--- config.mk ---
export PLATFORM = sky130hd
export DESIGN_NAME = timer_bus_arbiter_flat
export DESIGN_NICKNAME = d
export VERILOG_FILES = /design/src/rtl/timer_bus_arbiter_if.sv /design/src/rtl/timer_bus_arbiter.sv /design/src/flat_wrapper.sv
export SDC_FILE = /design/constraint.sdc
export NUM_CORES = 1
export LEC_CHECK = 0
export BUFFER_PORTS_ARGS = -buffer_cell sky130_fd_sc_hd__buf_2
export CORE_AREA = 2 2 102 104
export DETAILED_ROUTE_END_ITERATION = 8
export DIE_AREA = 0 0 104 106
export PLACE_DENSITY_LB_ADDON = 0.08
export RECOVER_POWER = 50
export SYNTH_ARGS = -nofsm -noshare
export SYNTH_HDL_FRONTEND = slang
export SYNTH_SLANG_ARGS = --single-unit
--- constraint.sdc ---
create_clock -name clk -period 5.4 [get_ports clk]
set_input_delay 0.27 -clock clk [delete_from_list [all_inputs] [get_ports clk]]
set_output_delay 0.27 -clock clk [all_outputs]
set_load 0.1 [all_outputs]
--- src/rtl/timer_bus_arbiter_if.sv ---
// Bus bundle between the requesters, the round-robin arbiter and the timer register port.
// slave = arbiter view, master = requester/timer (environment) view.
interface timer_bus_arbiter_if #(
    parameter int NUM_REQ = 4
);
    logic [NUM_REQ-1:0]    req;
    logic [NUM_REQ-1:0]    req_we;
    logic [4*NUM_REQ-1:0]  req_addr;
    logic [32*NUM_REQ-1:0] req_wdata;
    logic [NUM_REQ-1:0]    ack;
    logic [31:0]           ack_rdata;
    logic                  ack_err;
    logic                  t_wr_en;
    logic                  t_rd_en;
    logic [3:0]            t_addr;
    logic [31:0]           t_wdata;
    logic [31:0]           t_rdata;
    logic [1:0]            fsm_state;

    // Handshake: req[i] is a level held until ack[i] pulses for one cycle; the
    // transaction is latched at grant, so req may drop afterwards without aborting it.
    modport slave (
        input  req, req_we, req_addr, req_wdata, t_rdata,
        output ack, ack_rdata, ack_err, t_wr_en, t_rd_en, t_addr, t_wdata, fsm_state
    );

    modport master (
        output req, req_we, req_addr, req_wdata, t_rdata,
        input  ack, ack_rdata, ack_err, t_wr_en, t_rd_en, t_addr, t_wdata, fsm_state
    );
endinterface

--- src/rtl/timer_bus_arbiter.sv ---
// Round-robin arbiter sharing one timer register port among NUM_REQ requesters.
// Optional macro TIMER_ARB_WPROT_EN: only requester 0 may write CTRL (4'h0) and COMPARE (4'h8).
module timer_bus_arbiter #(
    parameter int NUM_REQ = 4
) (
    input logic                clk,
    input logic                reset,
    timer_bus_arbiter_if.slave bus
);
    localparam int PTR_W = $clog2(NUM_REQ);

    typedef enum logic [1:0] {
        IDLE   = 2'd0,
        ACCESS = 2'd1,
        RESP   = 2'd2
    } state_t;

    state_t             state, state_next;
    logic [PTR_W-1:0]   ptr, ptr_next;
    logic [PTR_W-1:0]   winner, winner_next;
    logic               err_q, err_next;

    logic               t_wr_en_q, t_wr_en_next;
    logic               t_rd_en_q, t_rd_en_next;
    logic [3:0]         t_addr_q, t_addr_next;
    logic [31:0]        t_wdata_q, t_wdata_next;
    logic [NUM_REQ-1:0] ack_q, ack_next;
    logic [31:0]        ack_rdata_q, ack_rdata_next;
    logic               ack_err_q, ack_err_next;

    logic [PTR_W-1:0]   cand;
    logic [PTR_W-1:0]   pick;
    logic               pick_valid;
    logic               pick_we;
    logic [3:0]         pick_addr;
    logic [31:0]        pick_wdata;
    logic               wprot_hit;

    // Scan ptr+1, ptr+2, ... with wrap; first requester found wins.
    always_comb begin
        cand       = '0;
        pick       = ptr;
        pick_valid = 1'b0;
        for (int k = 1; k <= NUM_REQ; k++) begin
            cand = PTR_W'((int'(ptr) + k) % NUM_REQ);
            if (!pick_valid && bus.req[cand]) begin
                pick       = cand;
                pick_valid = 1'b1;
            end
        end
    end

    assign pick_we    = bus.req_we[pick];
    assign pick_addr  = 4'(bus.req_addr >> (4 * int'(pick)));
    assign pick_wdata = 32'(bus.req_wdata >> (32 * int'(pick)));

`ifdef TIMER_ARB_WPROT_EN
    assign wprot_hit = pick_we && (pick != '0) && (pick_addr == 4'h0 || pick_addr == 4'h8);
`else
    assign wprot_hit = 1'b0;
`endif

    always_comb begin
        state_next     = state;
        ptr_next       = ptr;
        winner_next    = winner;
        err_next       = err_q;
        t_wr_en_next   = 1'b0;
        t_rd_en_next   = 1'b0;
        t_addr_next    = 4'h0;
        t_wdata_next   = 32'h0;
        ack_next       = '0;
        ack_rdata_next = 32'h0;
        ack_err_next   = 1'b0;
        case (state)
            IDLE: begin
                if (pick_valid) begin
                    state_next   = ACCESS;
                    winner_next  = pick;
                    err_next     = wprot_hit;
                    // A blocked write still occupies the slot so timing matches in both builds.
                    t_wr_en_next = pick_we && !wprot_hit;
                    t_rd_en_next = !pick_we;
                    t_addr_next  = pick_addr;
                    t_wdata_next = pick_wdata;
                end
            end
            ACCESS: begin
                state_next     = RESP;
                ack_next       = NUM_REQ'(1) << winner;
                ack_rdata_next = t_rd_en_q ? bus.t_rdata : 32'h0;
                ack_err_next   = err_q;
            end
            RESP: begin
                state_next = IDLE;
                ptr_next   = winner;
            end
            default: state_next = IDLE;
        endcase
    end

    always_ff @(posedge clk or posedge reset) begin
        if (reset) begin
            state       <= IDLE;
            ptr         <= PTR_W'(NUM_REQ - 1);
            winner      <= '0;
            err_q       <= 1'b0;
            t_wr_en_q   <= 1'b0;
            t_rd_en_q   <= 1'b0;
            t_addr_q    <= 4'h0;
            t_wdata_q   <= 32'h0;
            ack_q       <= '0;
            ack_rdata_q <= 32'h0;
            ack_err_q   <= 1'b0;
        end else begin
            state       <= state_next;
            ptr         <= ptr_next;
            winner      <= winner_next;
            err_q       <= err_next;
            t_wr_en_q   <= t_wr_en_next;
            t_rd_en_q   <= t_rd_en_next;
            t_addr_q    <= t_addr_next;
            t_wdata_q   <= t_wdata_next;
            ack_q       <= ack_next;
            ack_rdata_q <= ack_rdata_next;
            ack_err_q   <= ack_err_next;
        end
    end

    assign bus.t_wr_en   = t_wr_en_q;
    assign bus.t_rd_en   = t_rd_en_q;
    assign bus.t_addr    = t_addr_q;
    assign bus.t_wdata   = t_wdata_q;
    assign bus.ack       = ack_q;
    assign bus.ack_rdata = ack_rdata_q;
    assign bus.ack_err   = ack_err_q;
    assign bus.fsm_state = state;
endmodule

--- src/flat_wrapper.sv ---
// flat-port wrapper written by rule: the top's interface ports become plain ports
module timer_bus_arbiter_flat 
#(
    parameter int NUM_REQ = 4
)
  (clk, reset, bus_req, bus_req_we, bus_req_addr, bus_req_wdata, bus_t_rdata, bus_ack, bus_ack_rdata, bus_ack_err, bus_t_wr_en, bus_t_rd_en, bus_t_addr, bus_t_wdata, bus_fsm_state);
  timer_bus_arbiter_if #(.NUM_REQ(NUM_REQ)) bus_i ();
  input logic clk;
  input logic reset;
  input wire logic [$bits(bus_i.req)-1:0] bus_req;
  input wire logic [$bits(bus_i.req_we)-1:0] bus_req_we;
  input wire logic [$bits(bus_i.req_addr)-1:0] bus_req_addr;
  input wire logic [$bits(bus_i.req_wdata)-1:0] bus_req_wdata;
  input wire logic [$bits(bus_i.t_rdata)-1:0] bus_t_rdata;
  output wire logic [$bits(bus_i.ack)-1:0] bus_ack;
  output wire logic [$bits(bus_i.ack_rdata)-1:0] bus_ack_rdata;
  output wire logic [$bits(bus_i.ack_err)-1:0] bus_ack_err;
  output wire logic [$bits(bus_i.t_wr_en)-1:0] bus_t_wr_en;
  output wire logic [$bits(bus_i.t_rd_en)-1:0] bus_t_rd_en;
  output wire logic [$bits(bus_i.t_addr)-1:0] bus_t_addr;
  output wire logic [$bits(bus_i.t_wdata)-1:0] bus_t_wdata;
  output wire logic [$bits(bus_i.fsm_state)-1:0] bus_fsm_state;
  assign bus_i.req = bus_req;
  assign bus_i.req_we = bus_req_we;
  assign bus_i.req_addr = bus_req_addr;
  assign bus_i.req_wdata = bus_req_wdata;
  assign bus_i.t_rdata = bus_t_rdata;
  assign bus_ack = bus_i.ack;
  assign bus_ack_rdata = bus_i.ack_rdata;
  assign bus_ack_err = bus_i.ack_err;
  assign bus_t_wr_en = bus_i.t_wr_en;
  assign bus_t_rd_en = bus_i.t_rd_en;
  assign bus_t_addr = bus_i.t_addr;
  assign bus_t_wdata = bus_i.t_wdata;
  assign bus_fsm_state = bus_i.fsm_state;
  timer_bus_arbiter #(.NUM_REQ(NUM_REQ)) u_core (.clk(clk), .reset(reset), .bus(bus_i));
endmodule
==> key figures <==
Die
  – Die Span Y: 106 um
  – I/O Pins: 263
  – Initial Util: 36.1%
  – # rows: 37
  – Core Region: 10000 um2
  – Die X-Extent: 104 um
  – Die area: ~11000 um2

Routing
  – Pre-Repair DR Iteration Count: 4
  – ANT nets after route: 0
  – Initial DRC count: 114
  – Final wirelength: 10200 um
  – Via density per instance: 4.69
  – DRC: 0
  – Routed len/inst: 15.0 um
  – Vias: around 3200

Layout
  – Area of the multi-input gates: ~1400 um2
  – Nets@finish: between 700 and 800
  – Area grow syn2layout: 42.3%
  – Most frequent cells in the layout: buf_2, dfrtp_1, mux2i_1, o22ai_1, clkbuf_1
  – Antenna cells: 0
  – FILL cells: 974
  – Commonest non-fill, non-tap cell in the layout: buf_2
  – Cell Count, Final, Fillers Out: 678
  – Fraction of layout cells with a size suffix above 1: about 47%
  – Sequential cell area: 2000 um2

Yosys
  – Post-synth EDFFs: 0
  – Ys Warns: 0
  – Mapped Cells: 281
  – Post-synth ARST share: 100%
  – Area fraction of the dominant cell type after synthesis: a little over half
  – Post-Syn Area per Cell: 12.9 um2
  – Main flop type after synthesis: dfrtp_1
  – Mapped Area: around 3600 um2
  – Synthesized flop and latch total: 80
  – Synth area leader: dfrtp_1
  – Synth Net Count: between 400 and 500
  – Netlist cell types: 34
  – Area contributors post-synth: dfrtp_1, mux2i_1, o22ai_1
  – Seq/Total Area, Yosys: 55.5%

Clock network
  – CTS Hold Bufs: 0
  – Post-CTS Setup Bufs: 0
  – # clock sinks: 80
  – CTS tree: yes
  – Clk Latency, worst-skew pair: 340 ps
  – Worst-path clk slew: 80 ps
  – Post-cts sizing count: 0
  – Clock Tree Buf Depth: 2
  – TritonCTS Buffers: 9
  – CTS H-tree depth: 3
  – Root Buffer Master: clkbuf_8

Placed design
  – DP Wirelength: 7700 um
  – Number of I/O port buffers: 261
  – GPL Wtd Cong: 0.751
  – Placed Instances: 662

Power and ir drop
  – Leakage power: ~0.0030 uW
  – PwrDens: 641 nW/um2
  – Logic pwr share: 58.6%
  – Clock power frac: 16.2%
  – Flop pwr share: 25.2%
  – Fraction of power spent switching nets: 53.6%
  – Pint: 1530 uW
  – Net Sw Power: 1760 uW
  – IR drop worst, VDD: 0.000300 V

Setup path
  – Worst Setup SP: u_core.bus.fsm_state[1]
  – CP max FO: 23
  – Critical path class: reg2reg
  – FF-to-FF setup slack: 2880 ps
  – Worst flop-to-flop path startpoint: u_core.bus.fsm_state[1]
  – Required @ worst endpoint: 5650 ps
  – Crit path arrival time: between 2000 and 3000 ps
  – CP Launch Type: flop
  – Critical path capture point type: flop

Timing
  – Max Fclk: 0.397 GHz
  – Final setup fails: 0
  – Period utilization: 46.7%
  – Skew final: 7.64 ps
  – Final Hold Vio Count: 0
  – Slew headroom: 20.2%
  – Fin. max-slew vios: 0
  – Final Critical Period: between 2000 and 3000 ps
  – RSZ-0062 raised after global routing: false
  – Slew @ Worst Pin: 1200 ps
  – Hold Slack: 159 ps
  – Post-route setup TNS: 0 ps

Global routing
  – Vias in the first global route: 3169
  – GRT Util Overall: roughly 18%
  – GRT overflow: 0
  – First-pass GRT wire length: 15500 um
  – Antenna violations before repair: 0
  – Largest net degree at the start of global routing: 81

Run
  – Max_cap viols: 0

Min path
  – Hold WC Path Type: in2reg
  – Worst min-delay path startpoint: bus_t_rdata[28]

Outcome
  – Outcome: finished, final reports clean
## stage by stage
| stage | total power, uW | setup slack [ps] | area [um2] | util, % |
|---|---|---|---|---|
| final | 3290 | 2880 | 5140 | 51.4 |
| after global placement | 2800 | 3190 | 4950 | 49.5 |
| after detailed placement | 2810 | 3170 | 4950 | 49.5 |
| after floorplan | 2540 | 3080 | 3610 | - |
| after CTS | 3360 | 3160 | 5190 | 51.9 |
| after global routing | 3460 | 2570 | 5140 | 51.4 |
## cell type report
| type | instances | area share (%) |
|---|---|---|
| Multi-Input combinational cell | 177 | 27.4 |
| Timing Repair Buffer | 266 | 25.3 |
| Clock inverter | 5 | 2.02 |
| Clock buffer | 11 | 2.75 |
| Tap cell | 136 | 3.31 |
| Sequential cell | 80 | 39.0 |
| Inverter | 3 | 0.244 |
## critical path, stage by stage (launching register included)
cell     delay, ps
dfrtp_1        420
nor3_1         640
nand3_1        700
buf_4          450
o22ai_1        200
## power by group through the flow
stage / clock, uW / combinational (uW) / sequential, uW
6_report: 532 / 1930 / 831
5_1_grt: 577 / 2030 / 853
4_1_cts: 551 / 1970 / 835
3_5_place_dp: 0 / 1970 / 846
3_3_place_gp: 0 / 1960 / 844
2_1_floorplan: 0 / 760 / 1780
## kinds of logic (layout without fill, tap and decap cells)
kind of cell / after synthesis / after routing / share of synthesized area, %
flip-flops: 80 / 80 / 55.5
other: 1 / 1 / 0.104
multiplexers: 74 / 74 / 20.6
AND/OR/NAND/NOR: 53 / 53 / 9.01
AO/OA/AOI/OAI: 49 / 49 / 9.36
buffers and inverters: 24 / 285 / 5.44
## routing by layer
layer  wire length [um]  global-route usage [%]  vias up
li1                   -                       -     1550
met1               3940                    20.5     1468
met2               5240                    31.2      152
met3                819                    5.09       12
met4                161                    7.72        0
met5                  0                       0        -
## synth_stat cells, types with 2 or more instances
master    count
nor2_1        5
nor3b_1       2
buf_12        4
mux2i_1      72
dfstp_2       2
buf_8         2
inv_1         3
buf_2         6
mux2_2        2
nor2b_1       4
and3_1       33
nand3_1       4
clkbuf_1      6
o22ai_1      36
clkbuf_4      2
o21ai_0       3
dfrtp_1      78
## path summary, 6_finish.rpt
| check | cells after the start | endpoint |
|---|---|---|
| max in group asynchronous | 3 | u_core.bus.t_wdata[1] |
| min in group asynchronous | 3 | u_core.bus.ack_rdata[9] |
| hold reg to reg | 1 | u_core.bus.ack[1] |
| setup reg to reg | 4 | u_core.bus.t_wdata[13] |
| setup / recovery | 4 | u_core.bus.t_wdata[13] |
| hold / removal | 2 | u_core.bus.ack_rdata[28] |
## flip-flops by register name, indices dropped and copies added, names as in the netlist
name	cells
u_core.bus.ack	4
u_core.bus.t_wr_en	1
u_core.bus.t_addr	4
u_core.ptr	2
u_core.bus.t_rd_en	1
u_core.winner	2
u_core.bus.fsm_state	2
u_core.bus.ack_rdata	32
u_core.bus.t_wdata	32
(Power assumes the default switching activity.)
